--- config.mk ---
export PLATFORM = sky130hd
export DESIGN_NAME = quadencoder_index_homer
export DESIGN_NICKNAME = d
export VERILOG_FILES = /design/src/rtl/quadencoder_index_homer.sv
export SDC_FILE = /design/constraint.sdc
export NUM_CORES = 1
export LEC_CHECK = 0
export ABC_AREA = 0
export BUFFER_PORTS_ARGS = -buffer_cell sky130_fd_sc_hd__buf_2
export CAP_MARGIN = 40
export CORE_AREA = 2 2 119 121
export CTS_BUF_LIST = sky130_fd_sc_hd__clkbuf_16
export CTS_CLUSTER_DIAMETER = 120
export DETAILED_ROUTE_END_ITERATION = 10
export DIE_AREA = 0 0 121 123
export GPL_TIMING_DRIVEN = 0
export PLACE_DENSITY = 0.72
export SLEW_MARGIN = 25
export SYNTH_ARGS = -nofsm -noshare
export SYNTH_HDL_FRONTEND = slang
export SYNTH_SLANG_ARGS = --single-unit
--- constraint.sdc ---
create_clock -name clk -period 4.4 [get_ports clk]
set_clock_uncertainty 0.05 [all_clocks]
set_input_delay 0.88 -clock clk [delete_from_list [all_inputs] [get_ports clk]]
set_output_delay 0.88 -clock clk [all_outputs]
set_load 0.01 [all_outputs]
--- src/rtl/quadencoder_index_homer.sv ---
// Homing sequencer for one quadrature encoder: arms the index capture, waits for the
// arm/hit handshake on indexout, snapshots the pre-zero position and enforces a timeout.
module quadencoder_index_homer #(
    parameter int unsigned BITS           = 32,
    parameter int unsigned TIMEOUT_BITS   = 32,
    parameter int unsigned RELEASE_CYCLES = 2
) (
    input  logic                    clk,
    input  logic                    rst,
    input  logic                    home_req,
    input  logic                    home_abort,
    input  logic [TIMEOUT_BITS-1:0] timeout_cycles,
    input  logic                    enc_indexout,
    input  logic signed [BITS-1:0]  enc_position,
    output logic                    enc_indexenable,
    output logic                    busy,
    output logic                    homed,
    output logic                    done,
    output logic                    fault,
    output logic [1:0]              fault_code,
    output logic signed [BITS-1:0]  index_position,
    output logic [15:0]             home_count
);

    localparam int unsigned RC_W      = $clog2(RELEASE_CYCLES + 1);
    localparam logic [1:0]  CODE_ARM  = 2'd1;
    localparam logic [1:0]  CODE_HIT  = 2'd2;
    localparam logic [1:0]  CODE_ABRT = 2'd3;

    typedef enum logic [2:0] {
        S_IDLE,
        S_ARM_WAIT,
        S_HIT_WAIT,
        S_RELEASE,
        S_FAULT
    } state_t;

    state_t                   state_q, state_d;
    logic [TIMEOUT_BITS-1:0]  elapsed_q, elapsed_d, elapsed_inc;
    logic signed [BITS-1:0]   snap_q, snap_d;
    logic [RC_W-1:0]          rel_cnt_q, rel_cnt_d;
    logic                     en_d, busy_d, homed_d, done_d, fault_d;
    logic [1:0]               code_d;
    logic signed [BITS-1:0]   idx_d;
    logic [15:0]              count_d;
    logic                     tmo_hit, fault_go;
    logic [1:0]               fault_sel;

    // State and all registered outputs
    always_ff @(posedge clk) begin
        if (rst) begin
            state_q         <= S_IDLE;
            elapsed_q       <= '0;
            snap_q          <= '0;
            rel_cnt_q       <= '0;
            enc_indexenable <= 1'b0;
            busy            <= 1'b0;
            homed           <= 1'b0;
            done            <= 1'b0;
            fault           <= 1'b0;
            fault_code      <= 2'd0;
            index_position  <= '0;
            home_count      <= 16'd0;
        end else begin
            state_q         <= state_d;
            elapsed_q       <= elapsed_d;
            snap_q          <= snap_d;
            rel_cnt_q       <= rel_cnt_d;
            enc_indexenable <= en_d;
            busy            <= busy_d;
            homed           <= homed_d;
            done            <= done_d;
            fault           <= fault_d;
            fault_code      <= code_d;
            index_position  <= idx_d;
            home_count      <= count_d;
        end
    end

    // Next-state and next-output logic
    always_comb begin
        state_d     = state_q;
        elapsed_d   = elapsed_q;
        snap_d      = snap_q;
        rel_cnt_d   = rel_cnt_q;
        en_d        = enc_indexenable;
        busy_d      = busy;
        homed_d     = homed;
        done_d      = 1'b0;
        fault_d     = 1'b0;
        code_d      = fault_code;
        idx_d       = index_position;
        count_d     = home_count;
        fault_go    = 1'b0;
        fault_sel   = 2'd0;
        elapsed_inc = (&elapsed_q) ? elapsed_q : elapsed_q + TIMEOUT_BITS'(1);
        // Equality compare: lowering the limit below elapsed never fires
        tmo_hit     = (timeout_cycles != '0) &&
                      (elapsed_q == timeout_cycles - TIMEOUT_BITS'(1));

        case (state_q)
            S_IDLE: begin
                if (home_req) begin
                    state_d   = S_ARM_WAIT;
                    en_d      = 1'b1;
                    busy_d    = 1'b1;
                    homed_d   = 1'b0;
                    code_d    = 2'd0;
                    elapsed_d = '0;
                end
            end
            S_ARM_WAIT: begin
                if (home_abort) begin
                    fault_go  = 1'b1;
                    fault_sel = CODE_ABRT;
                end else if (enc_indexout) begin
                    state_d   = S_HIT_WAIT;
                    elapsed_d = elapsed_inc;
                end else if (tmo_hit) begin
                    fault_go  = 1'b1;
                    fault_sel = CODE_ARM;
                end else begin
                    elapsed_d = elapsed_inc;
                end
            end
            S_HIT_WAIT: begin
                snap_d = enc_position;
                if (home_abort) begin
                    fault_go  = 1'b1;
                    fault_sel = CODE_ABRT;
                end else if (!enc_indexout) begin
                    // Encoder has already zeroed this cycle; keep the prior sample
                    idx_d     = snap_q;
                    en_d      = 1'b0;
                    rel_cnt_d = '0;
                    state_d   = S_RELEASE;
                end else if (tmo_hit) begin
                    fault_go  = 1'b1;
                    fault_sel = CODE_HIT;
                end else begin
                    elapsed_d = elapsed_inc;
                end
            end
            S_RELEASE: begin
                if (rel_cnt_q == RC_W'(RELEASE_CYCLES - 1)) begin
                    state_d = S_IDLE;
                    done_d  = 1'b1;
                    homed_d = 1'b1;
                    busy_d  = 1'b0;
                    count_d = home_count + 16'd1;
                end else begin
                    rel_cnt_d = rel_cnt_q + RC_W'(1);
                end
            end
            S_FAULT: begin
                if (rel_cnt_q == RC_W'(RELEASE_CYCLES)) begin
                    state_d = S_IDLE;
                    busy_d  = 1'b0;
                end else begin
                    rel_cnt_d = rel_cnt_q + RC_W'(1);
                end
            end
            default: begin
                state_d = S_IDLE;
                en_d    = 1'b0;
                busy_d  = 1'b0;
            end
        endcase

        if (fault_go) begin
            state_d   = S_FAULT;
            fault_d   = 1'b1;
            en_d      = 1'b0;
            homed_d   = 1'b0;
            code_d    = fault_sel;
            rel_cnt_d = '0;
        end
    end

endmodule
==> impl_metrics.csv <==
group,metric,value,unit
run_status,status,"finished, final reports clean",
sta,rsz0062_at_grt,"false",
setup_path,critPathMaxFanout,7,
detailed_routing,drtIter0Drc,497,
clocking,cts_hold_buffers,0,
setup_path,critPathArrivalTime,4.52,ns
die,core-area,13610,um^2
detailed_routing,wire_per_inst,15.68,um
power_and_ir_drop,p_leak,2.985,nW
setup_path,worstPathRequired,4.64,ns
detailed_routing,antenna_left,0,
sta,tightest_slew,0.8993,ns
synth,async_flop_share,0,%
grt,grt_pass1_vias,6289,
setup_path,worst_path_max_delay_cell,"nor3_1",
die,dieArea,14880,um^2
synth,synthCells,877,
cells_and_area,final_core_util,59.71,%
synth,synth-edff-count,0,
setup_path,startpoint,"timeout_cycles[2]",
sta,setup_violations,0,
clocking,cts_sinks,124,
sta,relSlewSlack,39.58,%
setup_path,regToRegStartpoint,"elapsed_q[18]",
clocking,clk_latency,0.42,ns
cells_and_area,area_growth_syn_to_layout,21.19,%
clocking,numCtsBuffers,17,
synth,seq_area_frac_synth,37.01,%
detailed_routing,dr_total_vias,6845,
setup_path,cpMostUsedCell,"buf_2",
detailed_routing,drt_first_pass_iters,5,
setup_path,crit_type,"in -> reg",
setup_path,cp-start-kind,"input port",
flow_run,drv_cap,0,
power_and_ir_drop,total_power,3.592,mW
place,hpwl,13780,um
clocking,cts_root_buf,"clkbuf_16",
cells_and_area,nFillCells,1294,
detailed_routing,wl,18970,um
clocking,cts_setup_buffers,0,
cells_and_area,antenna_cells,0,
die,initial_core_util,49.27,%
setup_path,worstPathCellList,"buf_2 -> nor3_1 -> nand2_1 -> nor4_1 -> nand3_1 -> a221o_1 -> nor4_4 -> a21boi_0 -> buf_2 -> a21oi_1 -> a31oi_1",
die,io_pins,124,
grt,overflow,0,
sta,finalSetupTns,0,ns
synth,syn_nets,951,
synth,syn_area,6706,um^2
power_and_ir_drop,max-vdd-ir-drop,0.3403,mV
sta,max_freq,233.8,MHz
grt,grt_usage,25.65,%
cells_and_area,fin_nets,1091,
die,die_w,121,um
sta,period_needed,4.277,ns
setup_path,reg2reg_slack,0.74,ns
cells_and_area,final_cell_mix,"nand2_1, buf_2, dfxtp_1",
synth,synth_warnings,0,
clocking,cts_resized,0,
detailed_routing,via_per_inst,5.657,
place,io_buffers,117,
setup_path,worst_setup_path_end_kind,"flop",
power_and_ir_drop,power.density,442.0,nW/um^2
grt,grt_max_degree,17,
sta,whs,0.3985,ns
detailed_routing,post-route-drc-count,0,
synth,ys_seq_elements,124,
synth,avgSynthCellArea,7.647,um^2
sta,hold_viol_final,0,
grt,grt_pass1_wl,30710,um
setup_path,critPathMaxStageDelay,0.75,ns
setup_path,r2r_cells,10,
synth,synth_ff_type,"dfxtp_1",
place,placed_area,7538,um^2
grt,antenna_found_initial,0,
synth,synthDistinctLibCells,78,
cells_and_area,final_area,8128,um^2
clocking,cts_buffer_depth,2,
setup_path,crit_end,"elapsed_q[15]",
clocking,clk_pin_slew_worst_paths,0.06,ns
die,placementRows,43,
cells_and_area,layout_commonest_cell,"nand2_1",
clocking,htreeDepth,4,
sta,finalMaxSlewViolations,0,
worst_hold_path,worstHoldPathType,"reg -> reg",
setup_path,reg2reg_to,"elapsed_q[15]",
sta,final.period_utilization,97.21,%
cells_and_area,drive_above_1_share,18.25,%
die,die_h,123,um
place,place.gp.congestion,0.8924,
clocking,cts_tree,"built",
[layout make-up]
type / instances / area, um^2 / share of cell area (%)
Timing Repair Buffer: 121 / 605.6 / 7.451
Clock buffer: 17 / 425.4 / 5.234
Inverter: 12 / 45.04 / 0.5542
Clock inverter: 15 / 158.9 / 1.955
Multi-Input combinational cell: 688 / 3928 / 48.32
Sequential cell: 124 / 2482 / 30.54
Tap cell: 180 / 225.2 / 2.771
Buffer: 53 / 257.7 / 3.171
[layer usage]
layer,wire length [um],track usage (%)
met5,0,0
met4,423,9.666
met3,1253,5.212
met2,8803,41.96
met1,8489,33.49
[metrics by stage]
stage | setup WS [ns] | cells
2_1_floorplan | 0.6586 | 877
6_report | 0.1229 | 1210
4_1_cts | 0.2553 | 1209
3_3_place_gp | -0.1580 | 1174
3_5_place_dp | -0.1479 | 1177
5_1_grt | 0.007875 | 1210
[cell usage after synthesis (8+ instances only)]
cell type  number  area [um^2]
o31ai_1        16        120.1
nand3_1        23        115.1
o211ai_1       10        75.07
nand2b_1       11        68.82
nand2_1       177        664.4
xnor2_1        26        227.7
dfxtp_1       124         2482
or3_1          14        87.58
o21ai_0        28        140.1
or4_1           8        60.06
a31oi_1        10        62.56
clkbuf_1       40        150.1
nor2_1         67        251.5
nor4_1         14        87.58
nor3_1         26        130.1
and3_1         13        81.33
a21oi_1       105        525.5
nand4_1        14        87.58
xor2_1         22        192.7
inv_1          11        41.29
[logic make-up (layout without fill, tap and decap cells)]
| logic type | count (synthesis) | after routing | share of synthesized area [%] |
|---|---|---|---|
| xor gates and xnor gates | 48 | 48 | 6.269 |
| AOI/OAI and AO/OA | 218 | 218 | 20.35 |
| muxes | 7 | 7 | 1.082 |
| adders and majority gates | 5 | 5 | 0.9328 |
| and+or+nand+nor | 410 | 410 | 29.83 |
| DFF | 124 | 124 | 37.01 |
| buffers and inverters | 65 | 218 | 4.515 |
[flip-flops by register name, indices dropped and copies added (netlist names)]
| name | flops |
|---|---|
| snap_q | 32 |
| fault | 1 |
| busy | 1 |
| fault_code | 2 |
| state_q | 3 |
| done | 1 |
| index_position | 32 |
| rel_cnt_q | 2 |
| elapsed_q | 32 |
| home_count | 16 |
| enc_indexenable | 1 |
| homed | 1 |
[where the power goes]
| group | total [mW] | switching, mW | internal [mW] |
|---|---|---|---|
| combinational | 0.940 | 0.637 | 0.303 |
| sequential | 1.27 | 0.0557 | 1.22 |
| clock | 1.38 | 0.500 | 0.877 |
| total | 3.59 | 1.19 | 2.40 |
[worst max-delay path: cells and delay by family]
family,cells,cell delay [ns]
buf+inv,2,0.40
simple gates,5,2.20
compound gates,4,1.03
[how the worst min path moves through the flow]
stage	to	startpoint	cells past startpoint	slack [ns]
floorplan	index_position[0]	snap_q[0]	2	0.38
CTS	index_position[21]	index_position[21]	2	0.40
global placement	index_position[6]	snap_q[6]	2	0.39
detailed placement	index_position[21]	index_position[21]	2	0.39
global route	snap_q[28]	snap_q[28]	2	0.42
finish	index_position[20]	snap_q[20]	2	0.40
Note: power is estimated with default switching activity, not from simulation.
